==> src/rtl/eth_mdio_pkg.sv <==
// Shared types and helpers for the MDIO command sequencer.
//   mdio_state_t : sequencer FSM states
//   MDIO_OP_*    : clause-22 opcode field values
//   MDIO_ST/TA   : start-of-frame and turnaround field values
//   mdio_frame() : assembles the 32-bit frame handed to eth_mdio
package eth_mdio_pkg;

    localparam int unsigned ADDR_W  = 5;
    localparam int unsigned DATA_W  = 16;
    localparam int unsigned FRAME_W = 32;

    typedef enum logic [1:0] {
        IDLE       = 2'd0,
        ISSUE      = 2'd1,
        WAIT_START = 2'd2,
        WAIT_DONE  = 2'd3
    } mdio_state_t;

    localparam logic [1:0] MDIO_OP_RD = 2'b10;
    localparam logic [1:0] MDIO_OP_WR = 2'b01;
    localparam logic [1:0] MDIO_ST    = 2'b01;
    localparam logic [1:0] MDIO_TA    = 2'b10;

    function automatic logic [FRAME_W-1:0] mdio_frame(
        input logic [1:0]        op,
        input logic [ADDR_W-1:0] phy,
        input logic [ADDR_W-1:0] regad,
        input logic [DATA_W-1:0] data
    );
        return {MDIO_ST, op, phy, regad, MDIO_TA, data};
    endfunction

endpackage

==> src/rtl/eth_mdio_poll_timer.sv <==
// Free-running poll interval timer.
//   clk, rst_n : clock, synchronous active-low reset
//   i_clr      : poll has been issued, drop the pending request
//   o_pend     : a poll is owed to the PHY
// POLL_CYCLES = 0 freezes the counter and never requests a poll.
module eth_mdio_poll_timer #(
    parameter int unsigned POLL_CYCLES = 1_000_000
) (
    input  logic clk,
    input  logic rst_n,
    input  logic i_clr,
    output logic o_pend
);

    localparam int unsigned CNT_W  = 32;
    localparam logic [CNT_W-1:0] RELOAD =
        (POLL_CYCLES == 0) ? '0 : CNT_W'(POLL_CYCLES - 1);

    logic [CNT_W-1:0] r_cnt;
    logic             r_pend;
    logic             w_expire;

    assign w_expire = (POLL_CYCLES != 0) && (r_cnt == '0);

    // Expiry wins over a same-cycle clear so a fresh interval is never lost;
    // repeated expiries while pending simply keep the flag set.
    always_ff @(posedge clk) begin
        if (!rst_n) begin
            r_cnt  <= RELOAD;
            r_pend <= 1'b0;
        end else begin
            if (POLL_CYCLES != 0) begin
                r_cnt <= w_expire ? RELOAD : (r_cnt - CNT_W'(1));
            end
            r_pend <= w_expire | (r_pend & ~i_clr);
        end
    end

    assign o_pend = r_pend;

endmodule

==> src/rtl/eth_mdio_ctrl.sv <==
// MDIO command sequencer sitting in front of eth_mdio.
// Serialises host register reads/writes and periodic link-status polls into
// single eth_mdio transactions, one outstanding at a time.
//   clk, rst_n                      : clock, synchronous active-low reset
//   cmd_valid/ready/write/phy/reg/wdata : host request handshake and payload
//   rsp_valid, rsp_rdata            : completion pulse and held read data
//   link_up, link_change            : polled link status and change pulse
//   do_read, do_write, txdata       : start pulses and frame to eth_mdio
//   rxdata, busy                    : read data and activity from eth_mdio
module eth_mdio_ctrl
    import eth_mdio_pkg::*;
#(
    parameter logic [4:0]  PHY_ADDR    = 5'd1,
    parameter logic [4:0]  POLL_REG    = 5'd1,
    parameter int unsigned LINK_BIT    = 2,
    parameter int unsigned POLL_CYCLES = 1_000_000
) (
    input  logic               clk,
    input  logic               rst_n,
    input  logic               cmd_valid,
    output logic               cmd_ready,
    input  logic               cmd_write,
    input  logic [ADDR_W-1:0]  cmd_phy,
    input  logic [ADDR_W-1:0]  cmd_reg,
    input  logic [DATA_W-1:0]  cmd_wdata,
    output logic               rsp_valid,
    output logic [DATA_W-1:0]  rsp_rdata,
    output logic               link_up,
    output logic               link_change,
    output logic               do_read,
    output logic               do_write,
    output logic [FRAME_W-1:0] txdata,
    input  logic [DATA_W-1:0]  rxdata,
    input  logic               busy
);

    mdio_state_t        r_state,       w_nxt_state;
    logic [FRAME_W-1:0] r_txdata,      w_nxt_txdata;
    logic               r_do_read,     w_nxt_do_read;
    logic               r_do_write,    w_nxt_do_write;
    logic               r_rsp_valid,   w_nxt_rsp_valid;
    logic [DATA_W-1:0]  r_rsp_rdata,   w_nxt_rsp_rdata;
    logic               r_link_up,     w_nxt_link_up;
    logic               r_link_change, w_nxt_link_change;
    logic               r_is_poll,     w_nxt_is_poll;
    logic               r_is_write,    w_nxt_is_write;
    logic               w_cmd_ready;
    logic               w_poll_start;
    logic               w_poll_pend;
    logic               w_link_bit;

    eth_mdio_poll_timer #(
        .POLL_CYCLES (POLL_CYCLES)
    ) u_poll_timer (
        .clk    (clk),
        .rst_n  (rst_n),
        .i_clr  (w_poll_start),
        .o_pend (w_poll_pend)
    );

    assign w_link_bit = rxdata[LINK_BIT];

    // State and registered outputs.
    always_ff @(posedge clk) begin
        if (!rst_n) begin
            r_state       <= IDLE;
            r_txdata      <= '0;
            r_do_read     <= 1'b0;
            r_do_write    <= 1'b0;
            r_rsp_valid   <= 1'b0;
            r_rsp_rdata   <= '0;
            r_link_up     <= 1'b0;
            r_link_change <= 1'b0;
            r_is_poll     <= 1'b0;
            r_is_write    <= 1'b0;
        end else begin
            r_state       <= w_nxt_state;
            r_txdata      <= w_nxt_txdata;
            r_do_read     <= w_nxt_do_read;
            r_do_write    <= w_nxt_do_write;
            r_rsp_valid   <= w_nxt_rsp_valid;
            r_rsp_rdata   <= w_nxt_rsp_rdata;
            r_link_up     <= w_nxt_link_up;
            r_link_change <= w_nxt_link_change;
            r_is_poll     <= w_nxt_is_poll;
            r_is_write    <= w_nxt_is_write;
        end
    end

    // Next-state and next-output logic.
    always_comb begin
        w_nxt_state       = r_state;
        w_nxt_txdata      = r_txdata;
        w_nxt_do_read     = 1'b0;
        w_nxt_do_write    = 1'b0;
        w_nxt_rsp_valid   = 1'b0;
        w_nxt_rsp_rdata   = r_rsp_rdata;
        w_nxt_link_up     = r_link_up;
        w_nxt_link_change = 1'b0;
        w_nxt_is_poll     = r_is_poll;
        w_nxt_is_write    = r_is_write;
        w_cmd_ready       = 1'b0;
        w_poll_start      = 1'b0;

        unique case (r_state)
            IDLE: begin
                // busy may still be high from a transaction cut short by reset
                w_cmd_ready = rst_n && !busy;
                if (cmd_valid && w_cmd_ready) begin
                    w_nxt_txdata   = mdio_frame(cmd_write ? MDIO_OP_WR : MDIO_OP_RD,
                                                cmd_phy, cmd_reg,
                                                cmd_write ? cmd_wdata : '0);
                    w_nxt_is_poll  = 1'b0;
                    w_nxt_is_write = cmd_write;
                    w_nxt_do_write = cmd_write;
                    w_nxt_do_read  = !cmd_write;
                    w_nxt_state    = ISSUE;
                end else if (w_poll_pend && !busy) begin
                    w_nxt_txdata   = mdio_frame(MDIO_OP_RD, PHY_ADDR, POLL_REG, '0);
                    w_nxt_is_poll  = 1'b1;
                    w_nxt_is_write = 1'b0;
                    w_nxt_do_read  = 1'b1;
                    w_poll_start   = 1'b1;
                    w_nxt_state    = ISSUE;
                end
            end
            ISSUE: begin
                w_nxt_state = WAIT_START;
            end
            WAIT_START: begin
                if (busy) begin
                    w_nxt_state = WAIT_DONE;
                end
            end
            WAIT_DONE: begin
                if (!busy) begin
                    w_nxt_state = IDLE;
                    if (r_is_poll) begin
                        w_nxt_link_up     = w_link_bit;
                        w_nxt_link_change = (w_link_bit != r_link_up);
                    end else begin
                        w_nxt_rsp_valid = 1'b1;
                        w_nxt_rsp_rdata = r_is_write ? '0 : rxdata;
                    end
                end
            end
            default: begin
                w_nxt_state = IDLE;
            end
        endcase
    end

    assign cmd_ready   = w_cmd_ready;
    assign rsp_valid   = r_rsp_valid;
    assign rsp_rdata   = r_rsp_rdata;
    assign link_up     = r_link_up;
    assign link_change = r_link_change;
    assign do_read     = r_do_read;
    assign do_write    = r_do_write;
    assign txdata      = r_txdata;

endmodule

==> config.mk <==
export PLATFORM = sky130hd
export DESIGN_NAME = eth_mdio_ctrl
export DESIGN_NICKNAME = d
export VERILOG_FILES = /design/src/rtl/eth_mdio_pkg.sv /design/src/rtl/eth_mdio_poll_timer.sv /design/src/rtl/eth_mdio_ctrl.sv
export SDC_FILE = /design/constraint.sdc
export NUM_CORES = 1
export LEC_CHECK = 0
export CORE_MARGIN = 2
export CORE_UTILIZATION = 43
export DETAILED_ROUTE_END_ITERATION = 10
export PLACE_DENSITY_LB_ADDON = 0.15
export REMOVE_ABC_BUFFERS = 1
export SYNTH_ARGS = -nofsm -noshare
export SYNTH_HDL_FRONTEND = slang
export SYNTH_HIERARCHICAL = 1
export SYNTH_SLANG_ARGS = --single-unit
==> constraint.sdc <==
create_clock -name clk -period 1.9 [get_ports clk]
set_input_delay 0.475 -clock clk [delete_from_list [all_inputs] [get_ports clk]]
set_output_delay 0.475 -clock clk [all_outputs]
set_load 0.005 [all_outputs]
==> summary.txt, run 1 <==
Min path
  – Hold Crit Depth: 1
  – Worst hold path class: flip-flop to flip-flop

Synth
  – Synth area leaders: dfxtp_1 49%, a22o_1 8.3%, xnor2_1 4.3%, nor2_1 3.3%, nand2_1 2.1%
  – Synth Flop Type: dfxtp_1
  – Leading area contributor after synthesis: dfxtp_1
  – Post-synth ARST share: 0
  – Syn. warnings: 6
  – Post-Syn Instances: 339
  – Mean Syn Cell Area: 10.3 um^2
  – Most frequent cell after synthesis: dfxtp_1
  – Yosys top cell area share: 0.493
  – Seq/Total Area, Yosys: 0.493
  – Post-synth cell types: 53
  – Post-synth EDFFs: 0
  – Top cells by count, synth: 86 x dfxtp_1, 33 x a22o_1, 31 x nor2_1
  – Syn Std Cell Area: 3490 um^2
  – Synth Register Bits: 86

Floorplan
  – # rows: 32
  – Core Area: 7810 um^2
  – Ports: 101
  – Initial Utilization: 0.447
  – Die width: 94.1 um
  – Die area: 8860 um^2
  – Die height: 94.1 um

Routing
  – Via/cell ratio: 5.15
  – First-pass DRT Iterations: 4
  – Number of routed nets with antenna violations: 0
  – Drt first-iter violations: 85
  – WL/cell: 14.0 um
  – Via count: 2,971
  – Drt drc: 0
  – Post-Route WL: 8.08 mm

CTS
  – Total clock sinks: 86
  – Clk slew on worst S/H paths: 0.08 ns
  – TritonCTS clock tree: yes
  – H-tree Lvls: 3
  – Clock Latency Late Sink: 0.35 ns
  – CTS max path bufs: 2
  – Hold buffer count at cts: 0
  – Root Driver: clkbuf_8
  – Num CTS Buffers: 9

Finish
  – Area Growth Syn to Fin: 46.3%
  – Design Area, Final: 5110 um^2
  – Diodes inserted: 0
  – Final Non-Filler Cells: 577
  – Fin nets: 522
  – Share of post-route cells with drive strength above 1: 0.194

Pwr
  – Maximum vdd drop: 0.432 mV
  – Pwr dens: 704 nW/um^2
  – Static leakage: 1.96 nW

GRT
  – Total track usage: 0.183
  – Global routing's busiest layer: met2
  – Largest net degree at the start of global routing: 31
  – GR Util met2: 0.311
  – Initial antenna violation count: 0
  – Met1 Use GR: 0.235
  – GRT Residual Overflow: 0
  – Wire length of the first global-routing pass: 13.2 mm
  – Vias in the first global route: 2,777
  – Met3 Track Usage GR: 0.0441

STA
  – Final hold violation count: 0
  – Post-route setup slack: -0.162 ns
  – WHS: 0.476 ns
  – Final period util: 1.09
  – Setup TNS: -1.78 ns
  – Setup Viol. Count Final: 29
  – Max-slew violations: 0
  – RSZ-0062 raised after global routing: true
  – Maximum clock frequency: 485 MHz
  – Period minus WS final: 2.06 ns
  – Final Skew: 0.00768 ns

Critical path
  – CP max-delay cell: or4_4
  – CP arrival: 2.34 ns
  – R2R cell count: 6
  – Crit Path Class: flip-flop to flip-flop
  – Critical path launch point type: flip-flop
  – Max stage delay on crit path: 0.54 ns
  – Crit-path max FO: 5
  – Critical Path RT: 2.18 ns
  – Crit-path cells: or4_4 > buf_6 > nor4_4 > nand4_4 > or4_1 > a21oi_1
  – CP Capture Type: flip-flop

Run status
  – Failing checks: negative setup slack
  – Status: finished with violations

Placed design
  – Hpwl dp: 5.58 mm
  – GP Congestion: 0.737
  – Dpl cell area: 4800 um^2
  – Dpl cells: 560
  – Setup WS pre-CTS: -0.300 ns
  – # port buffers: 98

Flow run
  – Max Cap Viol: 0
## flip-flops by register name, summed over array words and instances (netlist names)
| name | cells |
|---|---|
| link_change | 1 |
| link_up | 1 |
| rsp_rdata | 16 |
| do_write | 1 |
| u_poll_timer/o_pend | 1 |
| rsp_valid | 1 |
| do_read | 1 |
| txdata | 28 |
| r_state | 2 |
| u_poll_timer/r_cnt | 32 |
| r_is_write | 1 |
| r_is_poll | 1 |
## metal layers
| layer | vias to the layer above | part of all wire |
|---|---|---|
| met1 | 1398 | 0.45 |
| met2 | 86 | 0.48 |
| met4 | 0 | 0.012 |
| met5 | - | 0 |
| met3 | 12 | 0.058 |
| li1 | 1475 | - |
## per-stage QoR
stage / utilization / total power [mW]
6_report: 0.655 / 3.60
4_1_cts: 0.645 / 3.64
3_5_place_dp: 0.615 / 2.29
2_1_floorplan: - / 2.03
5_1_grt: 0.655 / 3.75
3_3_place_gp: 0.615 / 2.28
## cells by family (layout without fill, tap and decap cells)
group,count (synthesis),after routing,synth area share
other cells,1,2,0.00107
xor+xnor,25,25,0.0627
compound gates,71,71,0.160
simple gates,120,120,0.206
buf+inv,29,164,0.0544
mux,3,3,0.00860
flops,86,86,0.493
fa+ha+maj,4,4,0.0143
## worst paths after layout
check,from,endpoint,slack (ns)
setup reg to reg,u_poll_timer/r_cnt[6]$_SDFF_PP0_,u_poll_timer/r_cnt[30]$_SDFF_PP0_,-0.16
hold / removal,txdata[13]$_SDFFE_PN0P_,txdata[13]$_SDFFE_PN0P_,0.48
hold reg to reg,txdata[13]$_SDFFE_PN0P_,txdata[13]$_SDFFE_PN0P_,0.48
setup / recovery,u_poll_timer/r_cnt[6]$_SDFF_PP0_,u_poll_timer/r_cnt[30]$_SDFF_PP0_,-0.16
## placed cells by master, fill, tap and decap left out, drive strengths merged, types with 2 or more instances in the layout
cell type	Yosys	final
a21boi	7	7
a21oi	6	6
a22o	33	33
and2	4	4
and3	2	2
buf	18	45
bufinv	0	2
clkbuf	5	12
clkdlybuf4s50	0	96
conb	1	2
dfxtp	86	86
ha	4	4
inv	6	6
mux2i	3	3
nand2	20	20
nand2b	5	5
nand3	11	11
nand3b	4	4
nand4	2	2
nor2	31	31
nor2b	2	2
nor3	9	9
nor3b	2	2
nor4	10	10
o211a	2	2
o21a	5	5
o21ai	9	9
o221a	2	2
o41ai	2	2
or2	2	2
or3	7	7
or4	7	7
xnor2	17	17
xor2	8	8
## critical path: cells and delay by family, from the launching register on
| family | cells | cell delay [ns] |
|---|---|---|
| buf+inv | 1 | 0.14 |
| compound gates | 1 | 0.14 |
| simple gates | 4 | 1.40 |
| flops | 1 | 0.32 |
## what timing repair did
action | 4_1_cts | 5_1_grt
endpoints found under the setup margin | 33 | 50
pin swaps | 2 | 6
gates resized for setup | 13 | 18
gates cloned | 0 | 0
buffers inserted | 0 | 2
## layout make-up
class,instances,area [um^2]
clock buffers,11,131
repair buffers,143,1370
clock inverters,4,72.6
multi-input cells,225,1660
well taps,102,128
inverters,6,22.5
flip-flops and latches,86,1730
fillers,652,2700
## where the power goes
| group | internal, mW | switching (mW) | leakage [nW] |
|---|---|---|---|
| combinational | 0.241 | 0.148 | 1.16 |
| clock | 0.732 | 0.613 | 0.0994 |
| sequential | 1.84 | 0.0223 | 0.697 |
Note: power is estimated with default switching activity, not from simulation.
==> run 2: changes to the inputs <==
--- a/config.mk
+++ b/config.mk
@@ -6,11 +6,13 @@
 export NUM_CORES = 1
 export LEC_CHECK = 0
 export CORE_MARGIN = 2
-export CORE_UTILIZATION = 43
+export CORE_UTILIZATION = 47
 export DETAILED_ROUTE_END_ITERATION = 10
+export MAX_ROUTING_LAYER = met4
 export PLACE_DENSITY_LB_ADDON = 0.15
 export REMOVE_ABC_BUFFERS = 1
 export SYNTH_ARGS = -nofsm -noshare
 export SYNTH_HDL_FRONTEND = slang
 export SYNTH_HIERARCHICAL = 1
 export SYNTH_SLANG_ARGS = --single-unit
+export TNS_END_PERCENT = 20
==> constraint.sdc (replaced) <==
create_clock -name clk -period 2.2 [get_ports clk]
set_input_delay 0.55 -clock clk [delete_from_list [all_inputs] [get_ports clk]]
set_output_delay 0.55 -clock clk [all_outputs]
set_load 0.005 [all_outputs]
==> summary.txt, run 2 (synthesis results as in run 1) <==
Run status
  – Status: completed

Routing
  – Post-Route WL: 7.57 mm
  – Drt first-iter violations: 93
  – WL/cell: 13.9 um
  – First-pass DRT Iterations: 4
  – Via/cell ratio: 5.13
  – Drt drc: 0
  – Number of routed nets with antenna violations: 0
  – Via count: 2,801

Finish
  – Diodes inserted: 0
  – Area Growth Syn to Fin: 36.9%
  – Share of post-route cells with drive strength above 1: 0.110
  – Register area: 1720 um^2
  – Final core utilization: 0.663
  – Fin nets: 494
  – Largest Register: u_poll_timer/r_cnt
  – Commonest non-fill, non-tap cell in the layout: clkdlybuf4s50_1
  – Fill cell count: 600
  – Max FFs per register: 32
  – Multi-input gate area: 1590 um^2
  – Final Non-Filler Cells: 546
  – Most frequent cells in the layout: 96 x clkdlybuf4s50_1, 84 x dfxtp_1, 33 x a22o_1

Pwr
  – Net Sw Frac: 0.232
  – Switching power: 0.673 mW
  – Static leakage: 1.77 nW
  – Internal: 2.22 mW
  – Flop pwr share: 0.556
  – Pwr dens: 606 nW/um^2
  – Maximum vdd drop: 0.440 mV
  – Clock share of power: 0.334
  – Logic pwr share: 0.110

Critical path
  – Crit Path Class: flip-flop to flip-flop
  – Crit-path cells: or4_4 > or2_1 > or2_1 > or3_1 > nand3_1
  – Reg-to-reg endpoint: u_poll_timer/r_cnt[19]$_SDFF_PP1_
  – Critical path launch point type: flip-flop
  – CP arrival: 2.35 ns
  – Critical Path Most Common Cell: or2_1
  – CP max-delay cell: or4_4
  – Worst reg-to-reg setup slack: 0.13 ns
  – Max stage delay on crit path: 0.59 ns
  – Crit-path max FO: 8
  – Critical Path RT: 2.48 ns
  – CP Capture Type: flip-flop
  – Launch point of the worst reg-to-reg path: u_poll_timer/r_cnt[9]$_SDFF_PP1_
  – R2R cell count: 5

Min path
  – Hold Crit Depth: 1
  – Hold_sp: u_poll_timer/r_cnt[0]$_SDFF_PP1_
  – Hold path endpoint: u_poll_timer/r_cnt[0]$_SDFF_PP1_
  – Worst hold path class: flip-flop to flip-flop

Placed design
  – Hpwl dp: 5.37 mm
  – GP Congestion: 0.731
  – Dpl cells: 531
  – # port buffers: 98

GRT
  – Vias in the first global route: 2,658
  – Initial antenna violation count: 0
  – GRT Residual Overflow: 0
  – Largest net degree at the start of global routing: 31
  – Wire length of the first global-routing pass: 12.9 mm
  – Total track usage: 0.197

CTS
  – Root Driver: clkbuf_8
  – CTS max path bufs: 2
  – H-tree Lvls: 3
  – Num CTS Buffers: 9
  – TritonCTS clock tree: yes
  – Gates resized, CTS repair: 6
  – Clock Latency Late Sink: 0.34 ns
  – Total clock sinks: 86
  – Post-CTS Setup Repair Bufs: 0
  – Clk slew on worst S/H paths: 0.08 ns
  – Hold buffer count at cts: 0

STA
  – Final period util: 0.941
  – Setup TNS: 0 ns
  – Final Skew: 0.00806 ns
  – Maximum clock frequency: 483 MHz
  – Period minus WS final: 2.07 ns
  – RSZ-0062 raised after global routing: false
  – Setup Viol. Count Final: 0
  – Slew headroom: 0.621
  – Final hold violation count: 0
  – Worst slew pin tran: 0.563 ns
  – Max-slew violations: 0

Floorplan
  – Core Area: 7210 um^2
  – Die width: 90.2 um
  – Initial Utilization: 0.484
  – Die height: 90.2 um
  – Die area: 8140 um^2
  – Ports: 101
  – # rows: 31

Flow run
  – Max Cap Viol: 0
[run 2: worst max-delay path, delay by kind of cell (launching register included)]
| family | cells | cell delay (ns) |
|---|---|---|
| flops | 1 | 0.33 |
| simple gates | 5 | 1.69 |
[run 2: power groups by stage]
stage / Sequential (mW) / Combinational [mW] / Clock [mW]
finish: 1.61 / 0.319 / 0.968
global route: 1.62 / 0.347 / 1.06
CTS: 1.61 / 0.323 / 1.00
detailed placement: 1.65 / 0.321 / 0
global placement: 1.65 / 0.316 / 0
floorplan: 1.65 / 0.107 / 0
[run 2: cell type report]
| class | instances | area share |
|---|---|---|
| flip-flops and latches | 86 | 0.360 |
| multi-input cells | 225 | 0.332 |
| repair buffers | 115 | 0.242 |
| clock buffers | 12 | 0.0303 |
| well taps | 99 | 0.0259 |
| inverters | 6 | 0.00471 |
| clock inverters | 3 | 0.00445 |
[run 2: worst max path at each step]
stage                                             end                        startpoint
floorplan           u_poll_timer/r_cnt[10]$_SDFF_PP0_  u_poll_timer/r_cnt[5]$_SDFF_PP1_
global placement                            cmd_ready                              busy
detailed placement                          cmd_ready                              busy
CTS                 u_poll_timer/r_cnt[19]$_SDFF_PP1_  u_poll_timer/r_cnt[9]$_SDFF_PP1_
global route        u_poll_timer/r_cnt[30]$_SDFF_PP0_  u_poll_timer/r_cnt[5]$_SDFF_PP1_
finish              u_poll_timer/r_cnt[19]$_SDFF_PP1_  u_poll_timer/r_cnt[9]$_SDFF_PP1_
[run 2: per-stage QoR]
stage | hold slack [ns] | setup slack, ns | power (mW) | instance area (um^2)
floorplan | 0.372 | 0.174 | 1.75 | 3330
global placement | 0.382 | -0.147 | 1.96 | 4610
detailed placement | 0.393 | -0.139 | 1.97 | 4610
CTS | 0.414 | 0.122 | 2.94 | 4780
global route | 0.446 | 0.00667 | 3.02 | 4780
finish | 0.411 | 0.129 | 2.90 | 4780
[run 2: metal layers]
metal | wire length (um) | vias to the layer above | track usage
li1 | - | 1415 | -
met1 | 3460 | 1303 | 0.243
met2 | 3700 | 76 | 0.322
met3 | 329 | 7 | 0.0419
met4 | 80 | 0 | 0.0679
met5 | 0 | - | -
==> run 3: changes to the inputs <==
--- a/config.mk
+++ b/config.mk
@@ -11,6 +11,7 @@
 export MAX_ROUTING_LAYER = met4
 export PLACE_DENSITY_LB_ADDON = 0.15
 export REMOVE_ABC_BUFFERS = 1
+export SKIP_CTS_REPAIR_TIMING = 1
 export SYNTH_ARGS = -nofsm -noshare
 export SYNTH_HDL_FRONTEND = slang
 export SYNTH_HIERARCHICAL = 1
==> summary.txt, run 3 (synthesis results as in run 1) <==
Finish
  – Fin nets: 494
  – Share of post-route cells with drive strength above 1: 0.110
  – Largest Register: u_poll_timer/r_cnt
  – Register area: 1720 um^2
  – Most frequent cells in the layout: 96 x clkdlybuf4s50_1, 84 x dfxtp_1, 33 x a22o_1
  – Area Growth Syn to Fin: 37.3%
  – Fill cell count: 600
  – Final core utilization: 0.665
  – Commonest non-fill, non-tap cell in the layout: clkdlybuf4s50_1
  – Diodes inserted: 0
  – Multi-input gate area: 1600 um^2
  – Max FFs per register: 32

STA
  – Final hold violation count: 0
  – Final Skew: 0.00820 ns
  – WHS: 0.411 ns
  – Max-slew violations: 0
  – Period minus WS final: 2.07 ns
  – Final period util: 0.941
  – Post-route setup slack: 0.130 ns
  – Slew headroom: 0.618
  – Worst slew pin tran: 0.568 ns
  – Setup TNS: 0 ns
  – Setup Viol. Count Final: 0
  – RSZ-0062 raised after global routing: false
  – Maximum clock frequency: 483 MHz

CTS
  – TritonCTS clock tree: yes
  – CTS max path bufs: 2
  – Total clock sinks: 86
  – Root Driver: clkbuf_8
  – H-tree Lvls: 3
  – Clock Latency Late Sink: 0.35 ns
  – Num CTS Buffers: 9
  – Clk slew on worst S/H paths: 0.08 ns

Placed design
  – Hpwl dp: 5.37 mm
  – Setup WS pre-CTS: -0.139 ns
  – GP Congestion: 0.731
  – # port buffers: 98

Routing
  – Drt drc: 0
  – Via count: 2,813
  – WL/cell: 13.8 um
  – Number of routed nets with antenna violations: 0
  – Post-Route WL: 7.56 mm
  – Via/cell ratio: 5.15
  – First-pass DRT Iterations: 5
  – Drt first-iter violations: 95

Critical path
  – CP arrival: 2.36 ns
  – Crit Path Class: flip-flop to flip-flop
  – CP Capture Type: flip-flop
  – Crit-path max FO: 8
  – Critical Path RT: 2.48 ns
  – Critical path launch point type: flip-flop

GRT
  – Wire length of the first global-routing pass: 12.9 mm
  – Initial antenna violation count: 0
  – Largest net degree at the start of global routing: 31
  – Vias in the first global route: 2,657
  – GRT Residual Overflow: 0
  – Total track usage: 0.197

Pwr
  – Static leakage: 1.80 nW
  – Maximum vdd drop: 0.443 mV
  – Pwr Total: 2.90 mW
  – Pwr dens: 605 nW/um^2

Run status
  – Status: completed

Floorplan
  – # rows: 31
  – Core Area: 7210 um^2
  – Die width: 90.2 um
  – Ports: 101
  – Die height: 90.2 um
  – Die area: 8140 um^2
  – Initial Utilization: 0.484

Flow run
  – Max Cap Viol: 0

Min path
  – Worst hold path class: flip-flop to flip-flop
==> run 3: per-stage QoR <==
step                      instances  cell area, um^2
final                           546             4800
after floorplan                 317             3330
after detailed placement        531             4610
after global placement          531             4610
after CTS                       546             4780
after global routing            546             4800
==> run 3: worst paths after layout <==
path                                                       start                                end  slack [ns]  depth (start not counted)
worst max-delay path            u_poll_timer/r_cnt[9]$_SDFF_PP1_  u_poll_timer/r_cnt[19]$_SDFF_PP1_        0.13                          5
worst min-delay path            u_poll_timer/r_cnt[0]$_SDFF_PP1_   u_poll_timer/r_cnt[0]$_SDFF_PP1_        0.41                          1
worst max register to register  u_poll_timer/r_cnt[9]$_SDFF_PP1_  u_poll_timer/r_cnt[19]$_SDFF_PP1_        0.13                          5
worst min register to register  u_poll_timer/r_cnt[0]$_SDFF_PP1_   u_poll_timer/r_cnt[0]$_SDFF_PP1_        0.41                          1
==> run 3: where the power goes <==
part | total (mW) | internal, mW | switching (mW)
clock network | 0.969 | 0.436 | 0.533
registers | 1.61 | 1.59 | 0.0202
logic | 0.323 | 0.201 | 0.123
==> run 3: worst max-delay path: stages (launching register included) <==
cell and delay (ns):
dfxtp_1 0.33, or4_4 0.59, or2_1 0.36, or2_1 0.30, or3_1 0.35, nand3_1 0.09
==> run 3: layer usage <==
layer | global-route usage | up-vias | routed length [um]
li1 | - | 1414 | -
met1 | 0.244 | 1313 | 3460
met2 | 0.321 | 78 | 3690
met3 | 0.0419 | 8 | 325
met4 | 0.0679 | 0 | 89
met5 | - | - | 0
==> run 3: area by class of cell <==
class	count	share of cell area
sequential	86	0.360
multi-input combinational	225	0.333
timing repair buffer	115	0.243
clock buffer	12	0.0303
tap	99	0.0258
inverter	6	0.00470
clock inverter	3	0.00444
